`config.mk`:
```
export PLATFORM = sky130hd
export DESIGN_NAME = mode_ctrl_flat
export DESIGN_NICKNAME = d
export VERILOG_FILES = /design/src/rtl/mode_ctrl_if.sv /design/src/rtl/mode_ctrl.sv /design/src/flat_wrapper.sv
export SDC_FILE = /design/constraint.sdc
export NUM_CORES = 1
export LEC_CHECK = 0
export CELL_PAD_IN_SITES_DETAIL_PLACEMENT = 0
export CELL_PAD_IN_SITES_GLOBAL_PLACEMENT = 2
export CORE_MARGIN = 2
export CORE_UTILIZATION = 31
export DETAILED_ROUTE_END_ITERATION = 7
export DONT_BUFFER_PORTS = 1
export PLACE_DENSITY_LB_ADDON = 0.1
export SLEW_MARGIN = 20
export SYNTH_ARGS = -nofsm -noshare
export SYNTH_HDL_FRONTEND = slang
export SYNTH_SLANG_ARGS = --single-unit
```
`constraint.sdc`:
```
create_clock -name clk_i -period 2.3 [get_ports clk_i]
set_input_delay 0.69 -clock clk_i [delete_from_list [all_inputs] [get_ports clk_i]]
set_output_delay 0.69 -clock clk_i [all_outputs]
set_load 0.1 [all_outputs]
```
`src/rtl/mode_ctrl_if.sv`:
```
// Switch, vsync and hot-plug signals between the board/sink side and mode_ctrl.
// Latency: none (wires only).
// Backpressure: none; level and pulse signals, no handshake.
interface mode_ctrl_if;
    logic [3:0] sw_i;
    logic       vs_i;
    logic       vout_hpd_i;
    logic       ld_o;
    logic       dl_o;
    logic       src_sel_o;
    logic       commit_o;
    logic       vin_hpd_o;
    logic [1:0] hpd_state_o;

    modport master (
        output sw_i, vs_i, vout_hpd_i,
        input  ld_o, dl_o, src_sel_o, commit_o, vin_hpd_o, hpd_state_o
    );

    modport slave (
        input  sw_i, vs_i, vout_hpd_i,
        output ld_o, dl_o, src_sel_o, commit_o, vin_hpd_o, hpd_state_o
    );
endinterface

```
`src/rtl/mode_ctrl.sv`:
```
// Frame-synchronous mode commit and source hot-plug sequencer (FANTASY_HPD_REPLUG_EN: replug on source change).
// Latency: commit on the edge sampling a vs rise; HPD rises 2+1+HPD_DLY+1 cycles after request.
// Backpressure: none; inputs are levels, outputs are registered levels plus a one-cycle commit pulse.
module mode_ctrl #(
    parameter int DEB_BITS     = 20,
    parameter int HPD_DLY      = 1000000,
    parameter int HPD_LOW      = 2000000,
    parameter int TIMEOUT_BITS = 24
) (
    input  logic     clk_i,
    input  logic     rst_ni,
    mode_ctrl_if.slave io
);

    localparam int TMAX = (HPD_DLY > HPD_LOW) ? HPD_DLY : HPD_LOW;
    localparam int TW   = $clog2(TMAX + 1);
    localparam logic [TW-1:0] DLY_LD = TW'(HPD_DLY);
    localparam logic [TW-1:0] LOW_LD = TW'(HPD_LOW);

    typedef enum logic [1:0] {
        HPD_OFF    = 2'd0,
        HPD_WAIT   = 2'd1,
        HPD_ON     = 2'd2,
        HPD_REPLUG = 2'd3
    } hpd_st_t;

    logic [3:0]              sw_s1, sw_s2;
    logic                    hpd_s1, hpd_s2;
    logic [3:0]              deb;
    logic [DEB_BITS-1:0]     deb_cnt [4];
    logic                    vs_prev;
    logic [TIMEOUT_BITS-1:0] wd_cnt;
    logic [2:0]              cmt;
    logic                    commit_q;
    hpd_st_t                 st;
    logic [TW-1:0]           tmr;
    logic                    vin_hpd_q;

    logic vs_rise;
    logic wd_sat;
    logic do_commit;
    logic want;
    logic replug_trig;

    assign vs_rise   = io.vs_i & ~vs_prev;
    assign wd_sat    = &wd_cnt;
    assign do_commit = (vs_rise | wd_sat) & (deb[2:0] != cmt);
    assign want      = hpd_s2 | deb[3];

`ifdef FANTASY_HPD_REPLUG_EN
    assign replug_trig = do_commit & (deb[2] != cmt[2]);
`else
    assign replug_trig = 1'b0;
`endif

    always_ff @(posedge clk_i or negedge rst_ni) begin
        if (!rst_ni) begin
            sw_s1  <= '0;
            sw_s2  <= '0;
            hpd_s1 <= 1'b0;
            hpd_s2 <= 1'b0;
        end else begin
            sw_s1  <= io.sw_i;
            sw_s2  <= sw_s1;
            hpd_s1 <= io.vout_hpd_i;
            hpd_s2 <= hpd_s1;
        end
    end

    // A bit flips only after 2^DEB_BITS consecutive cycles of disagreement.
    always_ff @(posedge clk_i or negedge rst_ni) begin
        if (!rst_ni) begin
            deb <= '0;
            for (int i = 0; i < 4; i++) deb_cnt[i] <= '0;
        end else begin
            for (int i = 0; i < 4; i++) begin
                if (sw_s2[i] == deb[i]) begin
                    deb_cnt[i] <= '0;
                end else if (&deb_cnt[i]) begin
                    deb[i]     <= sw_s2[i];
                    deb_cnt[i] <= '0;
                end else begin
                    deb_cnt[i] <= deb_cnt[i] + DEB_BITS'(1);
                end
            end
        end
    end

    always_ff @(posedge clk_i or negedge rst_ni) begin
        if (!rst_ni) begin
            vs_prev  <= 1'b0;
            wd_cnt   <= '0;
            cmt      <= '0;
            commit_q <= 1'b0;
        end else begin
            vs_prev  <= io.vs_i;
            commit_q <= do_commit;
            if (vs_rise)
                wd_cnt <= '0;
            else if (!wd_sat)
                wd_cnt <= wd_cnt + TIMEOUT_BITS'(1);
            if (do_commit)
                cmt <= deb[2:0];
        end
    end

    // Loss of want is checked first in every state so it beats a replug.
    always_ff @(posedge clk_i or negedge rst_ni) begin
        if (!rst_ni) begin
            st        <= HPD_OFF;
            tmr       <= '0;
            vin_hpd_q <= 1'b0;
        end else begin
            case (st)
                HPD_OFF: begin
                    vin_hpd_q <= 1'b0;
                    if (want) begin
                        tmr <= DLY_LD;
                        st  <= HPD_WAIT;
                    end
                end
                HPD_WAIT: begin
                    if (!want) begin
                        st <= HPD_OFF;
                    end else if (tmr == '0) begin
                        st        <= HPD_ON;
                        vin_hpd_q <= 1'b1;
                    end else begin
                        tmr <= tmr - TW'(1);
                    end
                end
                HPD_ON: begin
                    if (!want) begin
                        st        <= HPD_OFF;
                        vin_hpd_q <= 1'b0;
                    end else if (replug_trig) begin
                        tmr       <= LOW_LD;
                        st        <= HPD_REPLUG;
                        vin_hpd_q <= 1'b0;
                    end
                end
                HPD_REPLUG: begin
                    if (!want) begin
                        st <= HPD_OFF;
                    end else if (tmr == '0) begin
                        tmr <= DLY_LD;
                        st  <= HPD_WAIT;
                    end else begin
                        tmr <= tmr - TW'(1);
                    end
                end
                default: begin
                    st        <= HPD_OFF;
                    vin_hpd_q <= 1'b0;
                end
            endcase
        end
    end

    assign io.ld_o        = cmt[0];
    assign io.dl_o        = cmt[1];
    assign io.src_sel_o   = cmt[2];
    assign io.commit_o    = commit_q;
    assign io.vin_hpd_o   = vin_hpd_q;
    assign io.hpd_state_o = st;

endmodule

```
`src/flat_wrapper.sv`:
```
// flat-port wrapper written by rule: the top's interface ports become plain ports
module mode_ctrl_flat 
#(
    parameter int DEB_BITS     = 20,
    parameter int HPD_DLY      = 1000000,
    parameter int HPD_LOW      = 2000000,
    parameter int TIMEOUT_BITS = 24
)
  (clk_i, rst_ni, io_sw_i, io_vs_i, io_vout_hpd_i, io_ld_o, io_dl_o, io_src_sel_o, io_commit_o, io_vin_hpd_o, io_hpd_state_o);
  mode_ctrl_if io_i ();
  input  logic clk_i;
  input  logic rst_ni;
  input wire logic [$bits(io_i.sw_i)-1:0] io_sw_i;
  input wire logic [$bits(io_i.vs_i)-1:0] io_vs_i;
  input wire logic [$bits(io_i.vout_hpd_i)-1:0] io_vout_hpd_i;
  output wire logic [$bits(io_i.ld_o)-1:0] io_ld_o;
  output wire logic [$bits(io_i.dl_o)-1:0] io_dl_o;
  output wire logic [$bits(io_i.src_sel_o)-1:0] io_src_sel_o;
  output wire logic [$bits(io_i.commit_o)-1:0] io_commit_o;
  output wire logic [$bits(io_i.vin_hpd_o)-1:0] io_vin_hpd_o;
  output wire logic [$bits(io_i.hpd_state_o)-1:0] io_hpd_state_o;
  assign io_i.sw_i = io_sw_i;
  assign io_i.vs_i = io_vs_i;
  assign io_i.vout_hpd_i = io_vout_hpd_i;
  assign io_ld_o = io_i.ld_o;
  assign io_dl_o = io_i.dl_o;
  assign io_src_sel_o = io_i.src_sel_o;
  assign io_commit_o = io_i.commit_o;
  assign io_vin_hpd_o = io_i.vin_hpd_o;
  assign io_hpd_state_o = io_i.hpd_state_o;
  mode_ctrl #(.DEB_BITS(DEB_BITS), .HPD_DLY(HPD_DLY), .HPD_LOW(HPD_LOW), .TIMEOUT_BITS(TIMEOUT_BITS)) u_core (.clk_i(clk_i), .rst_ni(rst_ni), .io(io_i));
endmodule
```
==> impl_summary.md, run 1 <==
Setup path
The endpoint of the most critical register-to-register path is u_core.tmr[12]$_DFFE_PN0P_. The setup path with the least slack is of type reg2reg. The largest driver fanout on the critical path is 4. The arrival time of the worst setup path is approximately 2.5 ns. At the worst endpoint, the required time is 2.64 ns.

The worst reg2reg path startpoint is u_core.tmr[0]$_DFFE_PN0P_. The critical path starts at u_core.tmr[0]$_DFFE_PN0P_. The worst register-to-register path has a setup slack of 0.13 ns. The number of cells traversed by the worst register-to-register path is 7. The kind of end point of the critical path is a flop. STA classifies the critical path startpoint as a flop.

Drt
In the routed layout, each cell is associated on average with a via count of between 4 and 5. After detailed routing, the average wire length per cell comes to around 14 um. The first TritonRoute pass finished after 4 iterations.

The count of routing violations after the opening detailed-route iteration is 193. The remaining routing DRC violations is 0. The post-route antenna net violation count is 0. The via count is 5090. Summed over all layers, the routed wires come to 14.7 mm.

Timing
Setup violations remaining at the end of the flow were counted as 0. The post-route minimum period is roughly 2.2 ns. In the finished design, the share of the clock period the worst path needs comes to 94.3%.

At the pin with the least slew margin, the transition time is about 0.96 ns. Headroom to the max-slew limit came out at 36.1%. The final-report hold violation count is 46. The worst clock skew on the final layout is roughly 0.012 ns. The worst hold margin is -0.0322 ns. Once routing completed, OpenROAD measured the worst setup slack at 0.132 ns.

The maximum clock frequency is 0.461 GHz. The max-slew violation total from the final report is 0.

Die
The initial utilization of the core area, before any placement, comes to 31.3%. The core footprint is approximately 23000 sq um. The floorplan step set the die height to 155 um.

The die covers roughly 24000 sq um. The die is 155 um wide. The number of standard-cell rows in the floorplan is 55.

The number of top-level pins is 15.

Synth
Among all flip-flop cells after synthesis, the most frequent one is sky130_fd_sc_hd__dfrtp_1. After technology mapping, the gate count stands at 707. The proportion of register bits with asynchronous set or reset after synthesis is 100%.

The number of synthesized flops with an enable pin is 0. Synthesis produced a netlist with a net count of 722. The Yosys step of the flow raised 0 warnings. The mean post-synth cell area is 9.97 sq um.

The share of the Yosys chip area taken by registers is 52.2%. The unique cell type count in the Yosys netlist is between 50 and 60. The post-synthesis instance area is approximately 7000 sq um. After synthesis the netlist holds a flip-flop and latch count of roughly 150.

Cells and area
The number of fill cells is 2225. The share of cells above drive strength 1 is between 10% and 20%. Leaving out fill and tap cells, the most frequent cell in the layout is sky130_fd_sc_hd__dfrtp_1. Leaving out fill and tap cells, the most frequent cells in the layout are 146 x sky130_fd_sc_hd__dfrtp_1, 127 x sky130_fd_sc_hd__nor2_1, 50 x sky130_fd_sc_hd__nand2_1. The number of standard cells in the layout, taps in and fillers out is 1040. 0 antenna diodes ended up in the layout. Cells fill 36.4% of the core in the end. After the last flow step, the layout net total stands at 757. Compared with the post-synthesis result, the final layout area differs by 16.2%.

Clock tree
The insertion delay to the later sink of the worst-skew pair is 0.42 ns. Once the clock tree was built, the setup fixing pass inserted 0 buffers. The cell at the root of the clock tree is sky130_fd_sc_hd__clkbuf_16.

The worst-case clock buffer depth is 2. After clock tree synthesis, the clock-pin slew on the worst setup and hold paths is 0.06 ns. The maximum level of the CTS H-tree is 4. Counting the buffers created by CTS gives 17. The number of clock sinks is 147. The TritonCTS clock tree is yes.

Pwr
Power spread over the standard cell area amounts to 734 nW/um^2. For this design the total switching power over the nets is 1.48 mW. The sequential fraction of design power is 46.5%. In this run the static leakage power is 3.35 nW. The switching part of the total power is 24.6%. Overall power consumption after layout is estimated at around 6 mW.

IR analysis of the VDD net gives a maximum drop of between 300 and 400 uV. The internal power is between 4 and 5 mW. Per report_power, the combinational group accounts for 7.1% of the total. The clock power share is roughly 46%.

Hold path
The worst hold-check path type is in2async.

Global routing
The number of antenna violations at the first check in global routing came to 0. For this run, global-route usage on met1 was measured as 17.8%. The most used routing layer in global routing is met2. The via count of the first global-routing pass came to 5214. The first global-routing pass estimated around 26 mm of wire. Global routing consumed, on the met2 layer, 21.4% of the routing resources. For this run, the total global-route usage over all layers was measured as about an eighth.

Entering global routing, the biggest net connects 148 pins. For this run the aggregate overflow at the end of global routing stands at 0. The fraction of met3 tracks used by global routing is 2.83%.

Placed design
Once detailed placement completed, the half-perimeter wirelength came to 9.55 mm. Once placement completed, the tool counted placed cells totaling 1008. The count of input and output buffers is 0.

The global placement routability congestion is roughly 0.76. The setup slack after placement is a little over 0.09 ns.

Status
The final reports fail on negative hold slack. The run finished, with violations left.

Flow run
The number of violations of the max-capacitance limit is 0.
-- registers in the layout, indices dropped and copies added (netlist names), 2 cells and up --
name,flops
u_core.deb_cnt,80
u_core.wd_cnt,24
u_core.tmr,21
u_core.deb,4
u_core.sw_s1,4
u_core.sw_s2,4
u_core.cmt,3
u_core.io.hpd_state_o,2
-- per-layer routing --
| metal | share of wire, % | vias up |
|---|---|---|
| li1 | - | 2550 |
| met1 | 50 | 2494 |
| met2 | 47 | 35 |
| met3 | 1.9 | 11 |
| met4 | 1.0 | 0 |
| met5 | 0 | - |
-- synthesized netlist by cell type (2+ instances only) --
cell	n	share of area [%]
sky130_fd_sc_hd__a311oi_1	2	0.25
sky130_fd_sc_hd__o31ai_1	3	0.32
sky130_fd_sc_hd__ha_1	7	1.2
sky130_fd_sc_hd__clkbuf_1	12	0.64
sky130_fd_sc_hd__a21oi_1	16	1.1
sky130_fd_sc_hd__nor2b_1	4	0.35
sky130_fd_sc_hd__nor4_1	12	1.1
sky130_fd_sc_hd__or4_1	9	0.96
sky130_fd_sc_hd__o21bai_1	2	0.21
sky130_fd_sc_hd__o211ai_1	10	1.1
sky130_fd_sc_hd__nor4b_1	2	0.25
sky130_fd_sc_hd__nor3_1	20	1.4
sky130_fd_sc_hd__nand4_1	25	2.2
sky130_fd_sc_hd__o311ai_0	2	0.25
sky130_fd_sc_hd__buf_2	4	0.28
sky130_fd_sc_hd__or2_2	7	0.62
sky130_fd_sc_hd__nand2b_1	5	0.44
sky130_fd_sc_hd__nand2_1	50	2.7
sky130_fd_sc_hd__o2111ai_1	4	0.50
sky130_fd_sc_hd__xnor2_1	46	5.7
sky130_fd_sc_hd__nand3b_1	2	0.21
sky130_fd_sc_hd__nand3_1	37	2.6
sky130_fd_sc_hd__and4_1	15	1.9
sky130_fd_sc_hd__nor2_1	127	6.8
sky130_fd_sc_hd__o41ai_1	4	0.50
sky130_fd_sc_hd__inv_1	16	0.85
sky130_fd_sc_hd__a31oi_1	2	0.18
sky130_fd_sc_hd__and3_1	12	1.1
sky130_fd_sc_hd__o21ai_0	13	0.92
sky130_fd_sc_hd__and2_1	3	0.27
sky130_fd_sc_hd__dfrtp_1	147	52
sky130_fd_sc_hd__mux2_2	7	1.1
sky130_fd_sc_hd__or3_1	7	0.62
sky130_fd_sc_hd__a31o_2	4	0.50
sky130_fd_sc_hd__nor4bb_1	2	0.28
sky130_fd_sc_hd__xor2_1	49	6.1
-- through the flow --
step	setup TNS [ns]	cell area, sq um
floorplan	0	7050
global placement	0	7580
detailed placement	0	7580
CTS	0	8170
global route	-0.0102	8190
finish	0	8190
-- critical path, cell delays in order (launching register included) --
cell and delay, ns:
sky130_fd_sc_hd__dfrtp_1 0.41, sky130_fd_sc_hd__inv_2 0.09, sky130_fd_sc_hd__ha_1 0.18, sky130_fd_sc_hd__or3b_2 0.49, sky130_fd_sc_hd__nor3_4 0.15, sky130_fd_sc_hd__o2111ai_2 0.17, sky130_fd_sc_hd__or4_1 0.46, sky130_fd_sc_hd__a21oi_2 0.14
-- area by class of cell --
type	instances	area [sq um]	area share [%]
clock buffers	20	457	5.58
clock inverters	12	131	1.60
inverters	16	60.1	0.733
multi-input cells	524	3230	39.5
flip-flops and latches	147	3680	44.9
well taps	285	357	4.36
repair buffers	36	270	3.30
-- how the worst max path moves through the flow --
stage	depth (start not counted)	end	slack (ns)
2_1_floorplan	5	u_core.tmr[12]$_DFFE_PN0P_	0.03
3_3_place_gp	7	u_core.tmr[12]$_DFFE_PN0P_	0.12
3_5_place_dp	7	u_core.tmr[12]$_DFFE_PN0P_	0.09
4_1_cts	7	u_core.tmr[12]$_DFFE_PN0P_	0.08
5_1_grt	7	u_core.tmr[12]$_DFFE_PN0P_	-0.01
6_report	7	u_core.tmr[12]$_DFFE_PN0P_	0.13
-- timing repair --
action | in CTS | in global routing
resized for setup | 0 | 4
endpoints found under the hold margin | 147 | 147
setup endpoints to repair | 0 | 2
-- kinds of logic after synthesis --
| kind of cell | synth area share (%) |
|---|---|
| and+or+nand+nor | 24.8 |
| DFF | 52.2 |
| xor gates and xnor gates | 11.8 |
| AOI/OAI and AO/OA | 6.53 |
| buffers and inverters | 2.17 |
| muxes | 1.26 |
| adders and majority gates | 1.24 |
-- power by group through the flow --
stage                     combinational, mW  clock [mW]  sequential, mW
after floorplan                       0.289           0            2.83
after CTS                             0.433        2.89            2.79
final                                 0.428        2.78            2.79
after global routing                  0.489        2.99            2.81
after global placement                0.430           0            2.83
after detailed placement              0.430           0            2.84
No activity file was read; power rests on OpenSTA's default activity.
==> run 2, diff against run 1 <==
--- a/config.mk
+++ b/config.mk
@@ -5,6 +5,7 @@
 export SDC_FILE = /design/constraint.sdc
 export NUM_CORES = 1
 export LEC_CHECK = 0
+export ABC_CLOCK_PERIOD_IN_PS = 2100
 export CELL_PAD_IN_SITES_DETAIL_PLACEMENT = 0
 export CELL_PAD_IN_SITES_GLOBAL_PLACEMENT = 2
 export CORE_MARGIN = 2
==> constraint.sdc (replaced) <==
create_clock -name clk_i -period 2.1 [get_ports clk_i]
set_input_delay 0.63 -clock clk_i [delete_from_list [all_inputs] [get_ports clk_i]]
set_output_delay 0.63 -clock clk_i [all_outputs]
set_load 0.1 [all_outputs]
==> run 2 against run 1 <==
Compared with the run above:
- the run still ends with negative hold slack left
- sequential share of layout area shrank 1.4 points
- critical path depth down 1
- register-to-register slack got worse by 0.03 ns
- routed wire length increased by 4.7%
- clock power grew 9.7%
- design area is 3.3% higher
- maximum frequency is 8.4% higher
- via count rose by 3.5%
- power is 11% higher
- global-route usage grew 0.70 points
- largest power group unchanged
- count of clock-buffer cells in the layout fell by 3
- first-iteration DRC count rose by 47%
==> impl_summary.md, run 2 (synthesis results as in run 1) <==
Cells and area
Compared with the post-synthesis result, the final layout area differs by 20.0%. In the layout the commonest cells are 145 x sky130_fd_sc_hd__dfrtp_1, 126 x sky130_fd_sc_hd__nor2_1, 56 x sky130_fd_sc_hd__buf_4. The total non-filler cell area in the finished layout is 8460 sq um (+3.3%). The library cell used most frequently in the layout, excluding fill and tap cells, is sky130_fd_sc_hd__dfrtp_1. The final-stage net count is 779 (+2.9%). The number of flip-flops in the largest register is 80 (unchanged). The largest registers in the layout are u_core.deb_cnt: 80 flops, u_core.wd_cnt: 24 flops, u_core.tmr: 21 flops. More flip-flops sit in one register than any other, and that register is u_core.deb_cnt. The number of standard cells in the layout, taps in and fillers out was 1062 (+2.1%). The number of antenna diodes is 0 (unchanged).

The share of cells above drive strength 1 was 17.2% (+4.5 points).

Clock tree
The number of clock sinks is 147 (unchanged). The maximum level of the CTS H-tree is 4 (unchanged). The worst-case clock buffer depth is 2 (unchanged). The insertion delay to the later sink of the worst-skew pair was 0.43 ns (about the same).

The cell sitting at the root of the clock tree is a sky130_fd_sc_hd__clkbuf_16. The number of buffers added by the clock tree synthesis step was 17 (unchanged). The clock-pin slew reported for the worst setup and hold paths after clock tree synthesis was 0.07 ns (about the same). The TritonCTS clock tree is yes.

Die
The width of the chip was 155 um (unchanged). The vertical extent of the die was 155 um (unchanged). The core footprint is 22500 sq um (unchanged). The number of standard-cell rows in the floorplan is 55 (unchanged). The number of top-level pins came to 15 (unchanged). The initial core utilization came to 31.3% (unchanged). The area enclosed by the die boundary came to 24000 sq um (unchanged).

Drt
The overall routed net length is 15.4 mm (+4.7%). The remaining routing DRC violations is 0 (unchanged). The post-route antenna net violation count is 0 (unchanged).

The length of the first detailed-routing pass in iterations was 4 (unchanged). The via-per-instance ratio is 4.96 (+1.4%). The via count is 5270 (+3.5%). The wire length per cell after detailed routing is 14.5 um (+2.5%).

The count of routing violations after the opening detailed-route iteration is 284 (+47%).

Hold path
The worst hold-check path type is in2async.

Flow run
The number of violations of the max-capacitance limit is 0 (unchanged).

Timing
The worst clock skew on the final layout is 0.00975 ns (-0.00188 ns). The worst hold margin came to -0.104 ns (-0.0716 ns). The slack of the critical path is 0.100 ns (-0.0315 ns). The max-slew violation total from the final report is 0 (unchanged). The part of the cycle the worst path needs is 95.2% (+0.96 points). The number of failing setup endpoints in the final timing report is 0 (unchanged). The transition at the pin with the smallest max-transition slack came to 0.583 ns (-0.375 ns). The post-route minimum period came to 2.00 ns (-0.168 ns).

The maximum clock frequency was 0.500 GHz (+8.4%). The final-report hold violation count is 147 (+220%). The worst max-slew margin expressed relative to the limit is 60.6% (+24 points).

Setup path
The cell with the largest stage delay on the worst path is sky130_fd_sc_hd__or4_4. The cell class contributing the biggest share of worst-path delay is simple AND/OR/NAND/NOR gates. The arrival time of the worst setup path is 2.30 ns (-0.21 ns). Traced cell by cell, the critical path runs through or4_4, nor2_4, o211ai_1, buf_4, o41ai_1, a21oi_1. The buffer and inverter count on the worst path was 1 (unchanged). The kind of end point of the critical path is a flop. The largest driver fanout on the critical path is 11 (+7).

The data required time at the worst endpoint is 2.40 ns (-0.24 ns). The worst stage delay on the critical path is 0.59 ns (+0.10 ns). The type of the setup path with the least slack is reg2reg. The startpoint kind of the worst setup timing path is a flop.

Status
The run finished, with violations left. The checks that failed: negative hold slack.

Global routing
The wire length of the first global-routing pass is 26.9 mm (+4.1%). The total track usage is 14.0% (+0.70 points). The pin count of the biggest net entering global routing was 148 (unchanged). The number of antenna violations at the first check in global routing is 0 (unchanged).

The via count of the first global-routing pass is 5441 (+4.4%). The total grt overflow came to 0 (unchanged).

Placed design
The total instance count after detailed placement is 1029 (+2.1%). The global placement routability congestion came to 0.772 (+1.2%). The area after detailed placement was 7760 sq um (+2.4%). The total half-perimeter wirelength after legalization and detailed placement was 10.2 mm (+7.3%). The setup slack after placement is 0.0217 ns (-0.0706 ns). The count of input and output buffers came to 0 (unchanged).

Pwr
The leakage dissipation came to 3.49 nW (+4.1%). The power per unit of standard cell area is 787 nW/um^2 (+7.3%). The maximum resistive drop on vdd is 441 uV (+29%).
## run 2: worst reg2reg max path, delay by kind of cell, from the launching register on
family	cells	cell delay, ns
buffers and inverters	1	0.19
DFF	1	0.46
and+or+nand+nor	2	0.70
AOI/OAI and AO/OA	3	0.54
## run 2: path summary, 6_finish.rpt
| check | startpoint | endpoint | slack, ns | cells past startpoint |
|---|---|---|---|---|
| setup / recovery | u_core.tmr[2]$_DFFE_PN0P_ | u_core.tmr[13]$_DFFE_PN0P_ | 0.10 | 6 |
| hold / removal | rst_ni | u_core.tmr[12]$_DFFE_PN0P_ | -0.10 | 0 |
| setup reg to reg | u_core.tmr[2]$_DFFE_PN0P_ | u_core.tmr[13]$_DFFE_PN0P_ | 0.10 | 6 |
| hold reg to reg | u_core.sw_s1[0]$_DFF_PN0_ | u_core.sw_s2[0]$_DFF_PN0_ | 0.35 | 0 |
| max in group asynchronous | rst_ni | u_core.tmr[19]$_DFFE_PN0P_ | 1.85 | 0 |
| min in group clk_i | io_sw_i[3] | u_core.sw_s1[3]$_DFF_PN0_ | 0.23 | 0 |
## run 2: through the flow
stage	setup TNS, ns	utilization [%]	total power [mW]
detailed placement	0	34.5	3.62
CTS	0	37.1	6.74
finish	0	37.6	6.66
global placement	0	34.5	3.61
global route	-0.00596	37.6	6.99
floorplan	0	-	3.43
## run 2: report_power, final
group,switching (mW),leakage [nW],internal (mW)
combinational,0.298,1.24,0.251
sequential,0.117,1.97,2.94
clock,1.36,0.282,1.68
## run 2: final cells by class
class                   count  area, sq um
inverters                  16         60.1
clock buffers              17          425
clock inverters            15          163
flip-flops and latches    147         3680
well taps                 285          357
multi-input cells         524         3320
repair buffers             58          452
fillers                  2225        14000
## run 2: routing by layer
| metal | global-route usage, % | wire [um] |
|---|---|---|
| met5 | 0 | 0 |
| met4 | 5.34 | 215 |
| met3 | 3.00 | 481 |
| met2 | 22.2 | 7030 |
| met1 | 18.7 | 7650 |
## run 2: timing repair
item,4_1_cts,5_1_grt
endpoints found under the setup margin,0,21
hold endpoints to repair,147,147
setup buffers,0,1
resized for setup,0,21
==> run 3, diff against run 2 <==
--- a/config.mk
+++ b/config.mk
@@ -9,7 +9,7 @@
 export CELL_PAD_IN_SITES_DETAIL_PLACEMENT = 0
 export CELL_PAD_IN_SITES_GLOBAL_PLACEMENT = 2
 export CORE_MARGIN = 2
-export CORE_UTILIZATION = 31
+export CORE_UTILIZATION = 42
 export DETAILED_ROUTE_END_ITERATION = 7
 export DONT_BUFFER_PORTS = 1
 export PLACE_DENSITY_LB_ADDON = 0.1
==> run 3 against run 2 <==
Compared with the run above:
- combinational power shrank 12%
- sequential share of layout area rose by 1.2 points
- maximum frequency down 1.6%
- die area down 26%
- largest power group is now clock
- largest cell class unchanged
- the flow still finishes with violations (negative hold slack)
- utilization up 12 points
==> impl_summary.md, run 3 (synthesis results as in run 1) <==
Status
The run finished, with violations left. The checks that failed: negative hold slack.

Pwr
The switching part of the total power is 24.7% (-2.0 points). The leakage dissipation is 3.40 nW (-2.5%). The maximum resistive drop on vdd was 578 uV (+31%). The combinational share of power was 7.3% (-0.9 points).

The power per unit of standard cell area was 808 nW/um^2 (+2.7%). The net load switching power came to 1.64 mW (-7.7%). The sequential fraction of design power is 46.3% (+0.3 points). The clock power share is 46.4% (+0.6 points). The internal power is 5.01 mW (+2.6%).

Cells and area
The share of cells above drive strength 1 came to 14.7% (-2.6 points). The number of flip-flops in the largest register came to 80 (unchanged). The final-stage net count was 765 (-1.8%).

The number of antenna diodes came to 0 (unchanged). The area growth from synthesis to layout is 16.7%. Ranked by flip-flop count, first place goes to u_core.deb_cnt. Leaving out fill and tap cells, the most frequent cell in the layout is sky130_fd_sc_hd__dfrtp_1. The share of the core filled with cells in the final layout is 49.9% (+12 points). The largest registers in the layout are u_core.deb_cnt: 80 flops, u_core.wd_cnt: 24 flops, u_core.tmr: 21 flops.

The top cell types in the final layout, fill and taps aside, are 145 x sky130_fd_sc_hd__dfrtp_1, 126 x sky130_fd_sc_hd__nor2_1, 50 x sky130_fd_sc_hd__nand2_1.

Timing
The max-slew violation total from the final report is 0 (unchanged). The part of the cycle the worst path needs is 96.7% (+1.5 points). The number of failing setup endpoints in the final timing report is 0 (unchanged). The maximum clock frequency is 0.492 GHz (-1.6%). The worst max-slew margin expressed relative to the limit is 36.6% (-24 points). The worst hold margin is -0.0980 ns (+0.00584 ns).

The transition at the pin with the smallest max-transition slack was 0.952 ns (+0.368 ns). The final-report hold violation count is 147 (unchanged). The worst clock skew on the final layout is 0.0102 ns (+0.000464 ns). Setup repair after global routing could not meet its margin everywhere.

The post-route minimum period is 2.03 ns (+0.0321 ns).

Global routing
The fraction of met3 tracks used by global routing is 4.57% (+1.6 points). The global routing usage on met1 came to 22.6% (+3.9 points). The pin count of the biggest net entering global routing was 148 (unchanged). The total grt overflow is 0 (unchanged). The total track usage is 17.3% (+3.3 points).

The number of antenna violations at the first check in global routing is 0 (unchanged). The layer flagged by global routing as most heavily used is met2. The wire length of the first global-routing pass is 25.0 mm (-7.1%). The via count of the first global-routing pass came to 5347 (-1.7%).

The global-route met2 utilization came to 27.9% (+5.8 points).

Setup path
The kind of end point of the critical path is a flop. The arrival time of the worst setup path was 2.38 ns (+0.08 ns). The endpoint of the most critical register-to-register path is u_core.tmr[12]$_DFFE_PN0P_. The data required time at the worst endpoint is 2.45 ns (+0.05 ns). The type of the setup path with the least slack is reg2reg. The worst reg-to-reg setup slack was 0.07 ns (-0.03 ns). The largest driver fanout on the critical path came to 3 (-8). The startpoint kind of the worst setup timing path is a flop. The worst reg2reg path startpoint is u_core.tmr[0]$_DFFE_PN0P_. The number of cells traversed by the worst register-to-register path is 7 (+1).

Clock tree
The insertion delay to the later sink of the worst-skew pair is 0.42 ns (about the same). Clock tree synthesis selected as its root buffer the cell sky130_fd_sc_hd__clkbuf_16. The clock-pin slew reported for the worst setup and hold paths after clock tree synthesis is 0.06 ns (about the same). The number of buffers added by the clock tree synthesis step is 17 (unchanged).

The maximum level of the CTS H-tree is 4 (unchanged). The number of clock sinks is 147 (unchanged). The TritonCTS clock tree is yes. The worst-case clock buffer depth is 2 (unchanged).

Placed design
The count of input and output buffers is 0 (unchanged). The global placement routability congestion came to 0.815 (+5.6%). The total half-perimeter wirelength after legalization and detailed placement came to 9.31 mm (-9.1%).

Drt
The count of routing violations after the opening detailed-route iteration came to 250 (-12%). The overall routed net length is 14.1 mm (-8.6%). The wire length per cell after detailed routing was 14.3 um (-1.3%). The remaining routing DRC violations is 0 (unchanged). The post-route antenna net violation count is 0 (unchanged). The via count was 5206 (-1.2%). The length of the first detailed-routing pass in iterations was 4 (unchanged). The via-per-instance ratio came to 5.30 (+6.7%).

Die
The number of top-level pins is 15 (unchanged). The core footprint was 16500 sq um (-27%). The vertical extent of the die is 134 um (-14%).

The initial core utilization is 42.8% (+11 points). The number of standard-cell rows in the floorplan is 47 (-15%). The width of the chip is 134 um (-14%). The area enclosed by the die boundary is 17800 sq um (-26%).

Flow run
The number of violations of the max-capacitance limit is 0 (unchanged).

Hold path
The worst hold-check path type is in2async.
run 3: layout make-up:
class | count | area [sq um]
Clock inverter | 12 | 145
Multi-Input combinational cell | 524 | 3280
Inverter | 16 | 60.1
Sequential cell | 147 | 3680
Clock buffer | 20 | 457
Tap cell | 220 | 275
Fill cell | 1534 | 8240
Timing Repair Buffer | 44 | 330
run 3: what timing repair did:
action                                 CTS  global route
endpoints found under the hold margin  147           147
buffers inserted                         0             1
setup endpoints to repair                0            13
gates resized for setup                  0            12
run 3: stage by stage:
stage / setup TNS (ns) / area, sq um / instances / power (mW) / setup slack (ns)
after floorplan: 0 / 7060 / 707 / 3.43 / 0.00934
after CTS: 0 / 8170 / 982 / 6.70 / 0.00514
after global placement: 0 / 7570 / 950 / 3.56 / 0.0503
final: 0 / 8220 / 983 / 6.65 / 0.0683
after global routing: -0.0323 / 8220 / 983 / 6.93 / -0.0265
after detailed placement: 0 / 7570 / 950 / 3.58 / 0.0125
run 3: power groups by stage:
stage,sequential [mW],combinational (mW),clock [mW]
2_1_floorplan,3.10,0.326,0
3_3_place_gp,3.11,0.451,0
3_5_place_dp,3.12,0.459,0
4_1_cts,3.07,0.462,3.17
5_1_grt,3.10,0.540,3.29
6_report,3.08,0.483,3.09
run 3: critical path, cell delays in order, from the launching register on:
cell	delay (ns)
sky130_fd_sc_hd__dfrtp_1	0.39
sky130_fd_sc_hd__inv_2	0.10
sky130_fd_sc_hd__ha_4	0.14
sky130_fd_sc_hd__or3b_4	0.38
sky130_fd_sc_hd__nor3_4	0.21
sky130_fd_sc_hd__o2111ai_2	0.17
sky130_fd_sc_hd__or4_4	0.44
sky130_fd_sc_hd__a21oi_2	0.14
run 3: layer usage:
metal,share of wire [%],vias up
li1,-,2561
met1,48,2584
met2,48,52
met3,2.8,9
met4,0.83,0
met5,0,-
run 3: worst max path at each step:
stage | startpoint | end | slack, ns
after detailed placement | u_core.tmr[8]$_DFFE_PN0P_ | u_core.tmr[5]$_DFFE_PN0P_ | 0.01
after floorplan | u_core.tmr[0]$_DFFE_PN0P_ | u_core.tmr[12]$_DFFE_PN0P_ | 0.009
after global placement | u_core.tmr[0]$_DFFE_PN0P_ | u_core.tmr[3]$_DFFE_PN0P_ | 0.05
after CTS | u_core.tmr[8]$_DFFE_PN0P_ | u_core.tmr[5]$_DFFE_PN0P_ | 0.005
final | u_core.tmr[0]$_DFFE_PN0P_ | u_core.tmr[12]$_DFFE_PN0P_ | 0.07
after global routing | u_core.tmr[0]$_DFFE_PN0P_ | u_core.tmr[12]$_DFFE_PN0P_ | -0.03
